## config.mk

```make
export PLATFORM = sky130hd
export DESIGN_NAME = sched_enqueue_dispatch
export DESIGN_NICKNAME = d
export VERILOG_FILES = /design/src/rtl/sched_pkg.sv /design/src/rtl/keep_popcount.sv /design/src/rtl/sched_enqueue_dispatch.sv
export SDC_FILE = /design/constraint.sdc
export NUM_CORES = 1
export LEC_CHECK = 0
export CAP_MARGIN = 20
export CORE_AREA = 2 2 114 116
export CTS_CLUSTER_SIZE = 20
export DETAILED_ROUTE_END_ITERATION = 12
export DIE_AREA = 0 0 116 118
export PLACE_DENSITY = 0.57
export SLEW_MARGIN = 10
export SYNTH_ARGS = -nofsm -noshare
export SYNTH_HDL_FRONTEND = slang
export SYNTH_SLANG_ARGS = --single-unit
```

## constraint.sdc

```tcl
create_clock -name axis_aclk -period 3.14 [get_ports axis_aclk]
set_input_delay 0.785 -clock axis_aclk [delete_from_list [all_inputs] [get_ports axis_aclk]]
set_output_delay 0.785 -clock axis_aclk [all_outputs]
set_load 0.01 [all_outputs]
```

## src/rtl/sched_pkg.sv

```systemverilog
// Shared definitions for the scheduler enqueue/dispatch slice: FSM state type,
// tuser field offsets and a 16-bit saturating adder used for packet byte counts.
package sched_pkg;

    // Packet-level states of the enqueue dispatcher
    typedef enum logic [1:0] {
        IDLE  = 2'd0,
        WRITE = 2'd1,
        DROP  = 2'd2
    } sched_state_t;

    // SUME metadata layout inside tuser (lower 128 bits), PIFO info above it
    localparam int PKT_LEN_LSB      = 0;
    localparam int PKT_LEN_WIDTH    = 16;
    localparam int SRC_PORT_LSB     = 16;
    localparam int DST_PORT_LSB     = 24;
    localparam int SUME_META_WIDTH  = 128;
    localparam int PIFO_INFO_LSB    = SUME_META_WIDTH;
    localparam int PIFO_INFO_LENGTH = 68;

    // Width of the per-packet byte accumulator
    localparam int PKT_BYTES_WIDTH  = 16;

    // Add two byte counts, clamping at 0xFFFF instead of wrapping
    function automatic logic [PKT_BYTES_WIDTH-1:0] sat_add16(
        input logic [PKT_BYTES_WIDTH-1:0] a,
        input logic [PKT_BYTES_WIDTH-1:0] b
    );
        logic [PKT_BYTES_WIDTH:0] sum;
        sum = {1'b0, a} + {1'b0, b};
        return sum[PKT_BYTES_WIDTH] ? {PKT_BYTES_WIDTH{1'b1}} : sum[PKT_BYTES_WIDTH-1:0];
    endfunction

endpackage

```

## src/rtl/keep_popcount.sv

```systemverilog
// Combinational population count of a tkeep vector: number of valid bytes in a beat.
module keep_popcount #(
    parameter int KEEP_WIDTH  = 32,
    parameter int COUNT_WIDTH = $clog2(KEEP_WIDTH + 1)
) (
    input  logic [KEEP_WIDTH-1:0]  keep,
    output logic [COUNT_WIDTH-1:0] count
);

    // Sum the enable bits one by one; synthesis folds this into an adder tree
    always_comb begin
        count = '0;
        for (int i = 0; i < KEEP_WIDTH; i++) begin
            count = count + COUNT_WIDTH'(keep[i]);
        end
    end

endmodule

```

## src/rtl/sched_enqueue_dispatch.sv

```systemverilog
// Enqueue dispatcher: steers each ingress packet to its one-hot destination
// queues, writing every beat to the queues that had room at the first beat and
// dropping the packet for the queues that were almost full.
// Optional drop statistics (pkt_dropped / bytes_dropped) are built only when the
// macro SCHED_DROP_STATS_EN is defined; otherwise those outputs are tied to 0.
module sched_enqueue_dispatch #(
    parameter int NUM_QUEUES           = 5,
    parameter int C_S_AXIS_DATA_WIDTH  = 256,
    parameter int C_S_AXIS_TUSER_WIDTH = 196,
    parameter int DST_PORT_LSB         = sched_pkg::DST_PORT_LSB,
    parameter int C_S_AXI_DATA_WIDTH   = 32
) (
    input  logic                              axis_aclk,
    input  logic                              axis_resetn,
    input  logic                              s_axis_tvalid,
    input  logic                              s_axis_tlast,
    input  logic [C_S_AXIS_DATA_WIDTH/8-1:0]  s_axis_tkeep,
    input  logic [C_S_AXIS_TUSER_WIDTH-1:0]   s_axis_tuser,
    output logic                              s_axis_tready,
    input  logic [NUM_QUEUES-1:0]             s_axis_buffer_almost_full,
    output logic [NUM_QUEUES-1:0]             m_axis_ctl_buffer_wr_en,
    output logic [NUM_QUEUES-1:0]             m_axis_ctl_pifo_in_en,
    output logic [NUM_QUEUES-1:0]             pkt_stored,
    output logic [NUM_QUEUES-1:0]             pkt_dropped,
    output logic [C_S_AXI_DATA_WIDTH-1:0]     bytes_dropped
);

    import sched_pkg::*;

    localparam int KEEP_WIDTH  = C_S_AXIS_DATA_WIDTH / 8;
    localparam int COUNT_WIDTH = $clog2(KEEP_WIDTH + 1);

    sched_state_t                 state;
    logic [NUM_QUEUES-1:0]        accept_q;
    logic [PKT_BYTES_WIDTH-1:0]   acc_bytes;

    logic                         transfer;
    logic                         first_beat;
    logic [NUM_QUEUES-1:0]        dst;
    logic [NUM_QUEUES-1:0]        cur_accept;
    logic [COUNT_WIDTH-1:0]       beat_bytes;
    logic [PKT_BYTES_WIDTH-1:0]   pkt_bytes;
    logic                         unused_tuser;

    // Only the destination field of tuser is consumed here
    assign unused_tuser = ^s_axis_tuser;

    assign transfer   = s_axis_tvalid && s_axis_tready;
    assign first_beat = (state == IDLE);
    assign dst        = s_axis_tuser[DST_PORT_LSB +: NUM_QUEUES];

    // On the first beat the masks come straight from dst/almost_full; afterwards
    // the latched value is used so later almost_full changes are ignored
    assign cur_accept = first_beat ? (dst & ~s_axis_buffer_almost_full) : accept_q;

    keep_popcount #(
        .KEEP_WIDTH  (KEEP_WIDTH),
        .COUNT_WIDTH (COUNT_WIDTH)
    ) u_keep_popcount (
        .keep  (s_axis_tkeep),
        .count (beat_bytes)
    );

    // Running packet size including the current beat; restarts on a first beat
    assign pkt_bytes = sat_add16(first_beat ? '0 : acc_bytes, PKT_BYTES_WIDTH'(beat_bytes));

    // Zero-latency queue write and PIFO insert strobes for the beat on the bus
    always_comb begin
        m_axis_ctl_buffer_wr_en = '0;
        m_axis_ctl_pifo_in_en   = '0;
        if (transfer) begin
            m_axis_ctl_buffer_wr_en = cur_accept;
            if (s_axis_tlast) begin
                m_axis_ctl_pifo_in_en = cur_accept;
            end
        end
    end

    // Packet FSM with latched accept mask, byte accumulator, ready and store pulse
    always_ff @(posedge axis_aclk or negedge axis_resetn) begin
        if (!axis_resetn) begin
            state         <= IDLE;
            accept_q      <= '0;
            acc_bytes     <= '0;
            s_axis_tready <= 1'b0;
            pkt_stored    <= '0;
        end else begin
            s_axis_tready <= 1'b1;
            pkt_stored    <= (transfer && s_axis_tlast) ? cur_accept : '0;
            if (transfer) begin
                acc_bytes <= s_axis_tlast ? '0 : pkt_bytes;
                case (state)
                    IDLE: begin
                        accept_q <= cur_accept;
                        if (!s_axis_tlast) begin
                            state <= (cur_accept != '0) ? WRITE : DROP;
                        end
                    end
                    WRITE, DROP: begin
                        if (s_axis_tlast) begin
                            state <= IDLE;
                        end
                    end
                    default: state <= IDLE;
                endcase
            end
        end
    end

`ifdef SCHED_DROP_STATS_EN
    logic [NUM_QUEUES-1:0]       drop_q;
    logic [NUM_QUEUES-1:0]       cur_drop;
    logic [C_S_AXI_DATA_WIDTH:0] drop_sum;

    assign cur_drop = first_beat ? (dst & s_axis_buffer_almost_full) : drop_q;
    assign drop_sum = {1'b0, bytes_dropped} + (C_S_AXI_DATA_WIDTH + 1)'(pkt_bytes);

    // Drop mask latch, per-queue drop pulse and saturating dropped-byte total
    always_ff @(posedge axis_aclk or negedge axis_resetn) begin
        if (!axis_resetn) begin
            drop_q        <= '0;
            pkt_dropped   <= '0;
            bytes_dropped <= '0;
        end else begin
            pkt_dropped <= (transfer && s_axis_tlast) ? cur_drop : '0;
            if (transfer && first_beat) begin
                drop_q <= cur_drop;
            end
            if (transfer && s_axis_tlast && (cur_drop != '0)) begin
                bytes_dropped <= drop_sum[C_S_AXI_DATA_WIDTH] ? '1
                                                              : drop_sum[C_S_AXI_DATA_WIDTH-1:0];
            end
        end
    end
`else
    assign pkt_dropped   = '0;
    assign bytes_dropped = '0;
`endif

endmodule

```

==> impl_metrics.json <==
{
  "ir_worst_vdd_mv": 0.190,
  "cts-root-buf": "clkbuf_16",
  "startpoint": "s_axis_tuser[27]",
  "cts_tree": "done",
  "nets": 385,
  "cap_violations": 0,
  "ios": 290,
  "gr-usage-all-layers_pct": 3.49,
  "critPathSlowestCell": "clkdlybuf4s50_1",
  "clkTransAtPathRegs_ns": 0.05,
  "core-area_um2": 12400,
  "crit-reg2reg-capture": "state[0]",
  "fin_cells": 318,
  "crit_chain": "clkdlybuf4s50_1, nor2b_4, mux2i_2, nor2_1, clkdlybuf4s50_1",
  "holdWs_ns": 0.475,
  "rsz0062_at_grt": "false",
  "fmax_mhz": 331,
  "synthTopCellsByArea": "dfrtp_1, buf_4, nor2_1",
  "ys_async_sr_fraction_pct": 100,
  "post-route-period-util_pct": 96.2,
  "cp-start-kind": "input pin",
  "hold_path.class": "reg2reg",
  "place_inst": 314,
  "place_congestion": 0.681,
  "dieHeight_um": 118,
  "grt_max_degree": 18,
  "timing.rr.start": "state[1]",
  "drive_gt1_share_pct": 10.3,
  "p_leak_nw": 0.610,
  "setup_ws_ns": 0.120,
  "crit_top_cell": "clkdlybuf4s50_1",
  "setup_violations": 0,
  "num_antenna_cells": 0,
  "synthTopCellsByCount": "buf_4, nor2_1, dfrtp_1",
  "final_area_um2": 1440,
  "rrSetupSlack_ns": 1.24,
  "max_stage_delay_ns": 0.54,
  "grt_overflow_total": 0,
  "synth_seq_cells": 13,
  "htreeDepth": 1,
  "clock_sinks": 13,
  "synth_enable_flop_cells": 0,
  "die_area_um2": 13700,
  "p_per_area_nw_per_um2": 578,
  "cp_data_arrival_time_ns": 2.24,
  "cp-endpoint": "m_axis_ctl_pifo_in_en[3]",
  "dr.pass1.iters": 4,
  "dp_slack_ns": -0.0872,
  "ant_nets": 0,
  "place_area_um2": 1340,
  "hold_violations": 0,
  "clk_latency_ns": 0.24,
  "max_slew_margin_pct": 58.4,
  "maxSlewViolCount": 0,
  "critPathRequiredTime_ns": 2.35,
  "synth.distinct_cells": 21,
  "initial_core_util_pct": 7.71,
  "finClkSkew_ns": 0.00481,
  "synth.most_common_cell": "buf_4",
  "fin_crit_ns": 3.02,
  "syn_inst": 111,
  "synth.avg_cell_area_um2": 8.62,
  "fin_util_pct": 11.6,
  "antenna_found_initial": 0,
  "place_hpwl_mm": 2.04,
  "ys.flop_type": "dfrtp_1",
  "yosys_warnings": 0,
  "syn_to_final_growth_pct": 50.8,
  "outcome": "completed",
  "clock_path_buffers": 2,
  "worst_slew_pin_slew_ns": 0.622,
  "synth_area_um2": 957,
  "rr_worst_depth": 6,
  "rows": 41,
  "drc": 0,
  "post_cts_buffers": 0,
  "drt_iter0_markers": 14,
  "fp.dieW_um": 116,
  "synth_area_leader_cell": "dfrtp_1",
  "final.fill_count": 1434,
  "numCtsBuffers": 3,
  "grt_pass1_wl_mm": 3.41,
  "num_vias": 720,
  "endpoint_kind": "primary output",
  "critPathMaxFanout": 3,
  "yosysTopAreaCellShare_pct": 34.0,
  "seq_area_frac_synth_pct": 34.0,
  "io_buffer_count": 29,
  "crit_type": "in2out",
  "avgRoutedWirePerCell_um": 7.60,
  "grt_pass1_vias": 631,
  "viasPerCell": 2.26,
  "drt_wl_total_mm": 2.42
}
==> worst max-delay path: cells and delay by family <==
| family | cells | cell delay (ns) |
|---|---|---|
| buffers and inverters | 2 | 1.00 |
| multiplexers | 1 | 0.13 |
| AND/OR/NAND/NOR | 2 | 0.32 |
==> worst min path at each step <==
stage           startpoint     endpoint  cells after the start
3_5_place_dp   accept_q[4]  accept_q[4]                      2
3_3_place_gp   accept_q[4]  accept_q[4]                      2
6_report       accept_q[4]  accept_q[4]                      2
2_1_floorplan  accept_q[1]  accept_q[1]                      2
4_1_cts        accept_q[4]  accept_q[4]                      2
5_1_grt        accept_q[0]  accept_q[0]                      1
==> cell families after synthesis <==
logic type,share of synthesized area [%]
buffers and inverters,30.6
AND/OR/NAND/NOR,20.3
flip-flops,34.0
AO/OA/AOI/OAI,7.32
multiplexers,5.75
other,0.785
adder cells (fa/ha/maj),1.31
==> sequential cells by signal, summed over array words and instances (netlist names) <==
| name | cells |
|---|---|
| s_axis_tready | 1 |
| state | 2 |
| pkt_stored | 5 |
| accept_q | 5 |
==> layout make-up <==
class | count | area (µm²) | area share [%]
well taps | 172 | 215 | 14.9
multi-input cells | 94 | 495 | 34.3
clock inverters | 1 | 5.00 | 0.347
inverters | 2 | 7.51 | 0.520
repair buffers | 33 | 320 | 22.2
clock buffers | 3 | 75.1 | 5.20
flip-flops and latches | 13 | 325 | 22.5
==> metal layers <==
metal	global-route usage (%)	routed length [µm]
met4	0.223	0
met2	5.59	1200
met3	3.04	325
met1	3.63	891
met5	0	0
==> metrics by stage <==
step,power [mW],setup TNS [ns]
2_1_floorplan,0.503,0
3_3_place_gp,0.574,-0.108
3_5_place_dp,0.588,-0.167
4_1_cts,0.834,0
5_1_grt,0.905,0
6_report,0.834,0
==> power breakdown <==
group	switching [mW]	total, mW	leakage [nW]	internal (mW)
clock network	0.0685	0.238	0.0409	0.169
registers	0.0247	0.238	0.171	0.214
logic	0.195	0.358	0.398	0.163
==> cells in the final DEF, fill, tap and decap left out, drive strengths merged <==
cell,n
a31o,1
nand2b,2
a2111o,2
clkinv,1
nor2,17
nor2b,8
clkdlybuf4s50,29
nor3,2
buf,4
nand2,4
dfrtp,13
and3b,2
clkbuf,3
conb,38
inv,2
o311ai,1
nand3,5
mux2i,1
a21oi,2
mux2,4
o21ai,4
ha,1
==> repair_timing <==
action | 4_1_cts | 5_1_grt
hold buffers | 0 | 0
gates resized for setup | 2 | 5
endpoints found under the setup margin | 3 | 9
No activity file was read; power rests on OpenSTA's default activity.
